`src/rtl/reduce_gate_pipe.sv`:
```
// reduce_gate_pipe: pipelined INPUTS-wide AND/OR/XOR reduction with per-input bubble mask,
// optional final inversion (NAND/NOR/XNOR) and a valid/ready handshake.
// Optional feature macro: REDUCE_GATE_PIPE_STICKY_EN builds the sticky "any 1 delivered" flag.
module reduce_gate_pipe #(
   parameter int unsigned INPUTS       = 6,
   parameter logic [63:0] BUBBLES_MASK = 64'h0,
   parameter int unsigned GROUP        = 4
) (
   input  logic              clock,
   input  logic              reset_n,
   input  logic [INPUTS-1:0] in_data,
   input  logic [2:0]        in_op,
   input  logic              in_valid,
   output logic              in_ready,
   output logic              out_result,
   output logic              out_err,
   output logic              out_valid,
   input  logic              out_ready,
   input  logic              sticky_clr,
   output logic              sticky_any
);

   // Width of the vector entering tree level `levels` (level 0 sees the raw inputs).
   function automatic int unsigned level_width(input int unsigned levels);
      int unsigned w;
      w = INPUTS;
      for (int unsigned i = 0; i < levels; i++) w = (w + GROUP - 1) / GROUP;
      return w;
   endfunction

   function automatic int unsigned calc_stages();
      int unsigned w;
      int unsigned s;
      w = INPUTS;
      s = 0;
      for (int unsigned i = 0; i < 64; i++) begin
         if (w > 1) begin
            w = (w + GROUP - 1) / GROUP;
            s++;
         end
      end
      return (s < 1) ? 1 : s;
   endfunction

   localparam int unsigned STAGES = calc_stages();

   typedef enum logic [1:0] {BaseAnd, BaseOr, BaseXor} base_e;

   function automatic base_e base_of(input logic [2:0] op);
      case (op)
         3'd1, 3'd4: return BaseOr;
         3'd2, 3'd5: return BaseXor;
         default:    return BaseAnd;
      endcase
   endfunction

   // One tree level: group g of `width` live bits lands in result bit g. Missing leaves take
   // the identity value so partial groups reduce correctly.
   function automatic logic [INPUTS-1:0] reduce_level(input logic [INPUTS-1:0] v,
                                                      input int unsigned width,
                                                      input base_e base);
      logic [INPUTS-1:0] r;
      logic [INPUTS-1:0] sh;
      logic              acc;
      int unsigned       idx;
      r = '0;
      for (int unsigned g = 0; g < INPUTS; g++) begin
         acc = (base == BaseAnd);
         for (int unsigned j = 0; j < GROUP; j++) begin
            idx = g * GROUP + j;
            if (idx < width) begin
               sh = v >> idx;
               case (base)
                  BaseOr:  acc = acc | sh[0];
                  BaseXor: acc = acc ^ sh[0];
                  default: acc = acc & sh[0];
               endcase
            end
         end
         // Shift in from the top so group 0 ends up at bit 0 after all iterations.
         r = {acc, r[INPUTS-1:1]};
      end
      return r;
   endfunction

   logic [INPUTS-1:0] bubbled;
   logic [INPUTS-1:0] lvl_q [STAGES];
   logic [INPUTS-1:0] lvl_d [STAGES];
   logic [2:0]        op_q  [STAGES];
   logic [2:0]        op_d  [STAGES];
   logic              vld_q [STAGES];
   logic              vld_d [STAGES];
   logic              advance;

   assign bubbled  = in_data ^ BUBBLES_MASK[INPUTS-1:0];
   assign advance  = !(out_valid && !out_ready);
   assign in_ready = advance;

   for (genvar k = 0; k < STAGES; k++) begin : g_stage
      logic [INPUTS-1:0] src;
      logic [2:0]        src_op;
      logic [INPUTS-1:0] red;

      if (k == 0) begin : g_first
         assign src      = bubbled;
         assign src_op   = in_op;
         assign vld_d[k] = in_valid;
      end else begin : g_next
         assign src      = lvl_q[k-1];
         assign src_op   = op_q[k-1];
         assign vld_d[k] = vld_q[k-1];
      end

      assign red      = reduce_level(src, level_width(k), base_of(src_op));
      assign op_d[k]  = src_op;

      if (k == STAGES - 1) begin : g_last
         logic reserved;
         logic invert;
         logic unused_red;
         assign reserved   = (src_op[2:1] == 2'b11);
         assign invert     = (src_op == 3'd3) || (src_op == 3'd4) || (src_op == 3'd5);
         assign lvl_d[k]   = {{(INPUTS-1){1'b0}}, (red[0] ^ invert) & ~reserved};
         assign unused_red = ^red[INPUTS-1:1];
      end else begin : g_mid
         assign lvl_d[k] = red;
      end
   end

   // Whole pipe shifts together on advance and freezes otherwise; reset drops every token.
   always_ff @(posedge clock or negedge reset_n) begin
      if (!reset_n) begin
         for (int k = 0; k < STAGES; k++) begin
            vld_q[k] <= 1'b0;
            lvl_q[k] <= '0;
            op_q[k]  <= '0;
         end
      end else if (advance) begin
         for (int k = 0; k < STAGES; k++) begin
            vld_q[k] <= vld_d[k];
            lvl_q[k] <= lvl_d[k];
            op_q[k]  <= op_d[k];
         end
      end
   end

   assign out_valid  = vld_q[STAGES-1];
   assign out_result = lvl_q[STAGES-1][0];
   assign out_err    = op_q[STAGES-1][2] & op_q[STAGES-1][1];

   logic unused_tail;
   assign unused_tail = ^{lvl_q[STAGES-1][INPUTS-1:1], op_q[STAGES-1][0]};

`ifdef REDUCE_GATE_PIPE_STICKY_EN
   logic sticky_q;

   // Remember any clean 1 handed downstream; a set beats a same-cycle clear.
   always_ff @(posedge clock or negedge reset_n) begin
      if (!reset_n) begin
         sticky_q <= 1'b0;
      end else if (out_valid && out_ready && out_result && !out_err) begin
         sticky_q <= 1'b1;
      end else if (sticky_clr) begin
         sticky_q <= 1'b0;
      end
   end

   assign sticky_any = sticky_q;
`else
   logic unused_sticky_clr;
   assign unused_sticky_clr = sticky_clr;
   assign sticky_any        = 1'b0;
`endif

endmodule
```
`config.mk`:
```
export PLATFORM = sky130hd
export DESIGN_NAME = reduce_gate_pipe
export DESIGN_NICKNAME = d
export VERILOG_FILES = /design/src/rtl/reduce_gate_pipe.sv
export SDC_FILE = /design/constraint.sdc
export NUM_CORES = 1
export LEC_CHECK = 0
export CORE_MARGIN = 2
export CORE_UTILIZATION = 55
export DETAILED_ROUTE_END_ITERATION = 8
export PLACE_DENSITY = 0.82
export SLEW_MARGIN = 0
export SYNTH_ARGS = -nofsm -noshare
export SYNTH_HDL_FRONTEND = slang
export SYNTH_SLANG_ARGS = --single-unit
```
`constraint.sdc`:
```
create_clock -name clock -period 6.5 [get_ports clock]
set_clock_uncertainty 0.05 [all_clocks]
set_input_delay 1.3 -clock clock [delete_from_list [all_inputs] [get_ports clock]]
set_output_delay 1.3 -clock clock [all_outputs]
set_load 0.02 [all_outputs]
```
==> summary.md, run 1 <==
| Metric | Value |
|---|---|
| Flops & latches, synth | `10` |
| Vias | `812` |
| Total routed wirelength | `1660 um` |
| Pin count of the biggest net entering global routing | `13` |
| Post-synthesis sequential area ratio | `24.4%` |
| Maximum capacitance violations | `0` |
| Vias in the first global route | `679` |
| CTS tree | `yes` |
| Worst-path clk slew | `0.06 ns` |
| Syn Nets | `166` |
| Hold_sp | `op_q[1]` |
| Area added between synthesis and finish | `19.0%` |
| Fin nets | `183` |
| Crit-path max FO | `4` |
| First-pass GRT wire length | `2790 um` |
| CTS Buf Count | `3` |
| Initial core utilization | `58.7%` |
| # fillers | `153` |
| Hpwl dp | `1320 um` |
| Drt pass-1 iters | `4` |
| Max stage delay on crit path | `0.48 ns` |
| Max-slew headroom | `51.1%` |
| Largest delay share family, worst path | `adder cells` |
| Max VDD drop | `0.175 mV` |
| CTS max path bufs | `2` |
| DP Area | `1200 sq um` |
| Final Hold Viols | `0` |
| Worst slew pin tran | `0.733 ns` |
| Register area | `250 sq um` |
| Reg2reg path depth | `15` |
| Levels on crit path | `22` |
| CTS H-tree depth | `1` |
| Worst Path Buf+Inv | `5` |
| Starting DRT DRC Count | `10` |
| R2R Path Start | `g_stage[1].src_op[2]` |
| Cell Rows | `15` |
| Crit share post-route | `72.3%` |
| GR Overflow Total | `0` |
| Yosys warns | `0` |
| CORE AREA | `1750 sq um` |
| Critical path cell sequence | `clkdlybuf4s50_1 > xor2_1 > nand2b_1 > ha_1 > inv_1 > ha_1 > a22oi_1 > a21oi_1 > inv_1 > ha_1 > a22oi_1 > a21oi_1 > inv_1 > ha_1 > a22oi_1 > a21oi_1 > inv_1 > ha_1 > nand2_1 > nand3_1 > o21ai_0 > o21ai_0` |
| WS Path Type | `input pin to register` |
| Mean Syn Cell Area | `7.88 sq um` |
| Multi-input logic area | `658 sq um` |
| DRC violation count after routing | `0` |
| Worst hold path cell count | `2` |
| Pwr dens | `212 nW/um^2` |
| I/O Pins | `19` |
| Die area | `2220 sq um` |
| Post_cts resized | `0` |
| Fraction of layout cells with a size suffix above 1 | `5.52%` |
| Highest-delay cell along the critical path | `clkdlybuf4s50_1` |
| TNS Setup | `0 ns` |
| Worst hold path type | `register to register` |
| Critical Path Source Type | `input pin` |
| Final Cell Area | `1220 sq um` |
| Pleak | `0.644 nW` |
| Antenna-violating nets left | `0` |
| Cells after Synth | `130` |
| Outcome | `complete, no violations` |
| Vias per cell | `4.78` |
| Die span in x | `47.2 um` |
| Worst setup path start | `in_op[0]` |
| Netlist cell types | `26` |
| Skew-Pair Late Insertion Delay | `0.27 ns` |
| Clock tree sinks | `10` |
| Max-slew violations | `0` |
| CP Data Required Time | `6.57 ns` |
| Initial antenna violation count | `0` |
| Max Fclk | `0.213 GHz` |
| Diode count | `0` |
| GP Congestion | `0.713` |
| Post-CTS Setup Inserts | `0` |
| Final setup fails | `0` |
| Die height | `47.2 um` |
| Most used cell, CP | `ha_1` |
| Crit end category | `register` |
| Wirelength per Cell | `9.78 um` |
| Unrepaired setup endpoints after global routing | `false` |
| Clk root buf | `clkbuf_4` |
| Final min period | `4.70 ns` |
| Worst path arrival time | `4.77 ns` |
| Gr usage total | `18.3%` |
| Syn Std Cell Area | `1020 sq um` |
| Port-buffer cells | `16` |
| Cts hold-fix bufs | `0` |
[kinds of logic after synthesis]
family / synth area share [%]
AND/OR/NAND/NOR: 20.0
buffers and inverters: 11.4
adder cells (fa/ha/maj): 26.9
AO/OA/AOI/OAI: 12.9
flip-flops: 24.4
XOR/XNOR: 2.56
other: 0.366
multiplexers: 1.46
[stage by stage]
stage / utilization [%] / hold slack, ns / setup WS [ns] / instances / power (mW)
finish: 69.9 / 0.409 / 1.80 / 170 / 0.259
floorplan: - / 0.380 / 2.26 / 130 / 0.181
detailed placement: 68.6 / 0.400 / 1.50 / 167 / 0.219
global route: 69.9 / 0.433 / 1.44 / 170 / 0.288
CTS: 69.9 / 0.415 / 1.78 / 170 / 0.262
global placement: 68.6 / 0.393 / 1.58 / 167 / 0.212
[synthesized netlist by cell type]
library cell	n	area, sq um
inv_2	1	3.75
nand3_1	2	10.0
ha_1	22	275
xor2_1	2	17.5
nand3b_1	1	7.51
nand2b_1	7	43.8
a22oi_1	5	37.5
o221ai_2	1	15.0
xnor2_1	1	8.76
nor2b_1	2	12.5
nor3b_1	1	7.51
conb_1	1	3.75
a21o_1	1	7.51
inv_1	25	93.8
dfrtp_1	10	250
and2_1	1	6.26
mux2_4	1	15.0
clkbuf_1	3	11.3
o21ai_0	5	25.0
nand2_1	25	93.8
o21a_1	2	15.0
a31oi_2	1	12.5
nor2b_2	1	8.76
nor2_1	4	15.0
buf_4	1	7.51
a21oi_1	4	20.0
[layout by cell type (no fill, tap or decap), types with 3 or more instances in the layout]
| cell | Yosys | final |
|---|---|---|
| a22oi_1 | 5 | 5 |
| a21oi_1 | 4 | 4 |
| clkdlybuf4s50_1 | 0 | 16 |
| ha_1 | 22 | 22 |
| o21ai_0 | 5 | 5 |
| dfrtp_1 | 10 | 10 |
| nor2_1 | 4 | 4 |
| clkbuf_4 | 0 | 3 |
| nand2b_1 | 7 | 7 |
| inv_1 | 25 | 25 |
| nand2_1 | 25 | 25 |
[power breakdown]
part           internal, mW  total [mW]  switching, mW
Combinational        0.0642       0.131         0.0671
Clock                0.0214      0.0420         0.0206
Sequential           0.0749      0.0855         0.0106
[worst min-delay path: cells and delay by family (launching register included)]
kind	cells	cell delay, ns
simple gates	2	0.10
flops	1	0.33
[routing by layer]
| layer | vias up | GRT usage, % | part of all wire (%) |
|---|---|---|---|
| li1 | 435 | - | - |
| met1 | 364 | 23.5 | 47 |
| met2 | 9 | 27.9 | 47 |
| met3 | 4 | 5.77 | 2.9 |
| met4 | 0 | 8.33 | 2.5 |
| met5 | - | 0 | 0 |
[area by class of cell]
type | instances | area share, %
timing repair buffer | 16 | 13.1
multi-input combinational | 90 | 53.9
tap | 25 | 2.56
clock buffer | 3 | 1.85
inverter | 26 | 8.00
sequential | 10 | 20.5
[registers in the layout (all words and copies together) (netlist names)]
register	count
g_stage.src_op	3
op_q	2
vld_d	1
out_valid	1
g_stage.src	2
out_result	1
[path summary, 6_finish.rpt]
kind | slack, ns | end
setup reg to reg | 3.42 | out_result
hold / removal | 0.41 | op_q[1]
hold reg to reg | 0.41 | op_q[1]
setup / recovery | 1.80 | g_stage[1].src[0]
max in group asynchronous | 4.81 | g_stage[1].src_op[1]
min in group asynchronous | 1.29 | out_result
Note: power is estimated with default switching activity, not from simulation.
==> inputs of run 2 (changes only) <==
Settings changed: CORE_UTILIZATION 55 to 51, PLACE_DENSITY 0.82 to 0.77.
Clock period 6.5 ns to 4.77 ns, I/O delays scaled along.
==> run 2 against run 1 <==
Non-clock buffer count grew 4; routed wire length rose by 5.3%; clock power up 32%; critical path depth did not move; setup slack worse by 1.3 ns; worst hold slack worse by 0.0021 ns; first-iteration DRC count is 30% lower; register-to-register slack worse by 1.7 ns; critical endpoint unchanged; global-route usage down 0.32 points; die area up 7.2%; cell count increased by 3.5%; largest cell class unchanged; sequential power up 36%.
==> summary.md, run 2 (synthesis gave the netlist of run 1 again) <==
| Metric | Value |
|---|---|
| Skew-Pair Late Insertion Delay | `0.26 ns (about the same)` |
| Max VDD drop | `0.217 mV (+24%)` |
| CP Data Required Time | `4.86 ns (-1.71 ns)` |
| Wirelength per Cell | `9.95 um (+1.7%)` |
| Area added between synthesis and finish | `22.2%` |
| Clock power frac | `15.5% (-0.7 points)` |
| DP Area | `1230 sq um (+2.7%)` |
| Sequential power share | `32.6% (-0.4 points)` |
| CTS Buf Count | `3 (unchanged)` |
| Diode count | `0 (unchanged)` |
| Die area | `2380 sq um (+7.2%)` |
| GR Overflow Total | `0 (unchanged)` |
| Pwr dens | `285 nW/um^2 (+35%)` |
| Initial core utilization | `53.3% (-5.4 points)` |
| Clock tree sinks | `10 (unchanged)` |
| Max stage delay on crit path | `0.52 ns (+0.04 ns)` |
| Fin nets | `187 (+2.2%)` |
| Sw Pwr | `135 uW (+37%)` |
| Multi-input logic area | `658 sq um (unchanged)` |
| CTS tree | `yes` |
| Cell Rows | `16 (+1)` |
| TNS Setup | `0 ns (unchanged)` |
| Register area | `250 sq um (unchanged)` |
| Max Fclk | `0.232 GHz` |
| Largest delay share family, worst path | `adder cells` |
| Unrepaired setup endpoints after global routing | `false` |
| Commonest non-fill, non-tap cells in the layout | `25 x inv_1, 25 x nand2_1, 22 x ha_1, 16 x clkdlybuf4s50_1, 10 x dfrtp_1` |
| Pin count of the biggest net entering global routing | `12 (-1)` |
| GP Congestion | `0.721 (+1.1%)` |
| Net switching fraction of the power | `37.7% (-0.27 points)` |
| Cts hold-fix bufs | `0 (unchanged)` |
| Drt pass-1 iters | `4 (unchanged)` |
| Critical Path Source Type | `input pin` |
| Highest-delay cell along the critical path | `clkdlybuf4s50_1` |
| Final std cells w/o fill | `176 (+3.5%)` |
| Final setup fails | `0 (unchanged)` |
| CTS max path bufs | `2 (unchanged)` |
| Final core utilization | `65.2% (-4.7 points)` |
| Final Cell Area | `1250 sq um (+2.7%)` |
| Post_cts resized | `0 (unchanged)` |
| Die height | `48.8 um (+3.5%)` |
| Post-CTS Setup Inserts | `0 (unchanged)` |
| Critical path cell sequence | `clkdlybuf4s50_1 > nand3b_1 > o21a_1 > ha_1 > inv_1 > ha_1 > a22oi_1 > a21oi_1 > inv_1 > ha_1 > a22oi_1 > a21oi_1 > inv_1 > ha_1 > a22oi_1 > a21oi_1 > inv_1 > ha_1 > nand2_1 > nand3_1 > o21ai_0 > o21ai_0` |
| Die span in x | `48.8 um (+3.5%)` |
| Pleak | `0.665 nW (+3.2%)` |
| Total chip power | `357 uW (+38%)` |
| Worst path arrival time | `4.40 ns (-0.37 ns)` |
| Worst hold slack | `0.407 ns (-0.00214 ns)` |
| Port-buffer cells | `16 (unchanged)` |
| Most used cell, CP | `ha_1` |
| Internal power | `223 uW (+39%)` |
| Crit share post-route | `90.3%` |
| Worst hold path type | `register to register` |
| Worst Path Buf+Inv | `5 (unchanged)` |
| Gr usage total | `17.9% (-0.32 points)` |
| Antenna-violating nets left | `0 (unchanged)` |
| First-pass GRT wire length | `3390 um (+21%)` |
| I/O Pins | `19 (unchanged)` |
| Worst-path clk slew | `0.06 ns (about the same)` |
| CORE AREA | `1920 sq um (+10%)` |
| Starting DRT DRC Count | `7 (-3)` |
| Clk root buf | `clkbuf_4` |
| Fraction of layout cells with a size suffix above 1 | `8.05% (+2.5 points)` |
| Final Hold Viols | `0 (unchanged)` |
| Vias per cell | `4.81 (+0.64%)` |
| Post-Place Cells | `173 (+3.6%)` |
| Final WS setup | `0.464 ns (-1.34 ns)` |
| Dpl ws | `0.164 ns (-1.34 ns)` |
| Logic pwr share | `51.9% (+1.2 points)` |
| Crit-path max FO | `4 (unchanged)` |
| Crit end category | `register` |
| Hpwl dp | `1460 um (+10%)` |
| Max-slew violations | `0 (unchanged)` |
| Initial antenna violation count | `0 (unchanged)` |
| Max FFs per register | `3 (unchanged)` |
| CTS H-tree depth | `1 (unchanged)` |
| Outcome | `complete, no violations` |
| Vias in the first global route | `873 (+29%)` |
| Vias | `846 (+4.2%)` |
| WS Path Type | `input pin to register` |
| Total routed wirelength | `1750 um (+5.3%)` |
| # fillers | `186 (+22%)` |
| Maximum capacitance violations | `0 (unchanged)` |
| Final min period | `4.31 ns` |
| DRC violation count after routing | `0 (unchanged)` |
## run 2: cell types whose count changed in the layout (fill, tap and decap cells not counted), sizes merged
cell and change:
buf +4
## run 2: per-layer routing
layer	global-route usage (%)	up-vias	routed length, um
li1	-	448	-
met1	21.5	383	779
met2	30.8	11	892
met3	4.91	4	51
met4	6.19	0	27
met5	0	-	0
## run 2: worst paths after layout
path / from / to / slack (ns) / cells past startpoint
max in group asynchronous: reset_n / vld_d[0] / 3.41 / 1
worst max register to register: g_stage[1].src_op[2] / out_result / 1.71 / 15
worst min register to register: op_q[1] / op_q[1] / 0.41 / 2
worst max-delay path: in_op[1] / g_stage[1].src[0] / 0.46 / 22
worst min-delay path: op_q[1] / op_q[1] / 0.41 / 2
min in group asynchronous: reset_n / out_result / 0.95 / 1
## run 2: worst register-to-register path, cell delays in order (launching register included)
cell      delay (ns)
dfrtp_1         0.47
nor2b_1         0.17
a21o_1          0.19
inv_1           0.08
ha_1            0.17
inv_1           0.05
ha_1            0.27
a22oi_1         0.07
o21ai_0         0.20
inv_1           0.07
ha_1            0.28
nand2_1         0.05
a31oi_2         0.25
mux2_4          0.33
o221ai_2        0.15
o21a_1          0.14
## run 2: final cells by class
cell class                      count  share of cell area [%]
Sequential cell                    10                    20.0
Multi-Input combinational cell     90                    52.5
Clock buffer                        3                    1.80
Timing Repair Buffer               20                    15.2
Inverter                           26                    7.79
Tap cell                           27                    2.70
## run 2: power groups by stage
stage	registers, mW	clock network, mW	logic (mW)
finish	0.116	0.0554	0.186
global route	0.120	0.0650	0.212
CTS	0.117	0.0587	0.189
detailed placement	0.118	0	0.188
global placement	0.117	0	0.177
floorplan	0.120	0	0.127
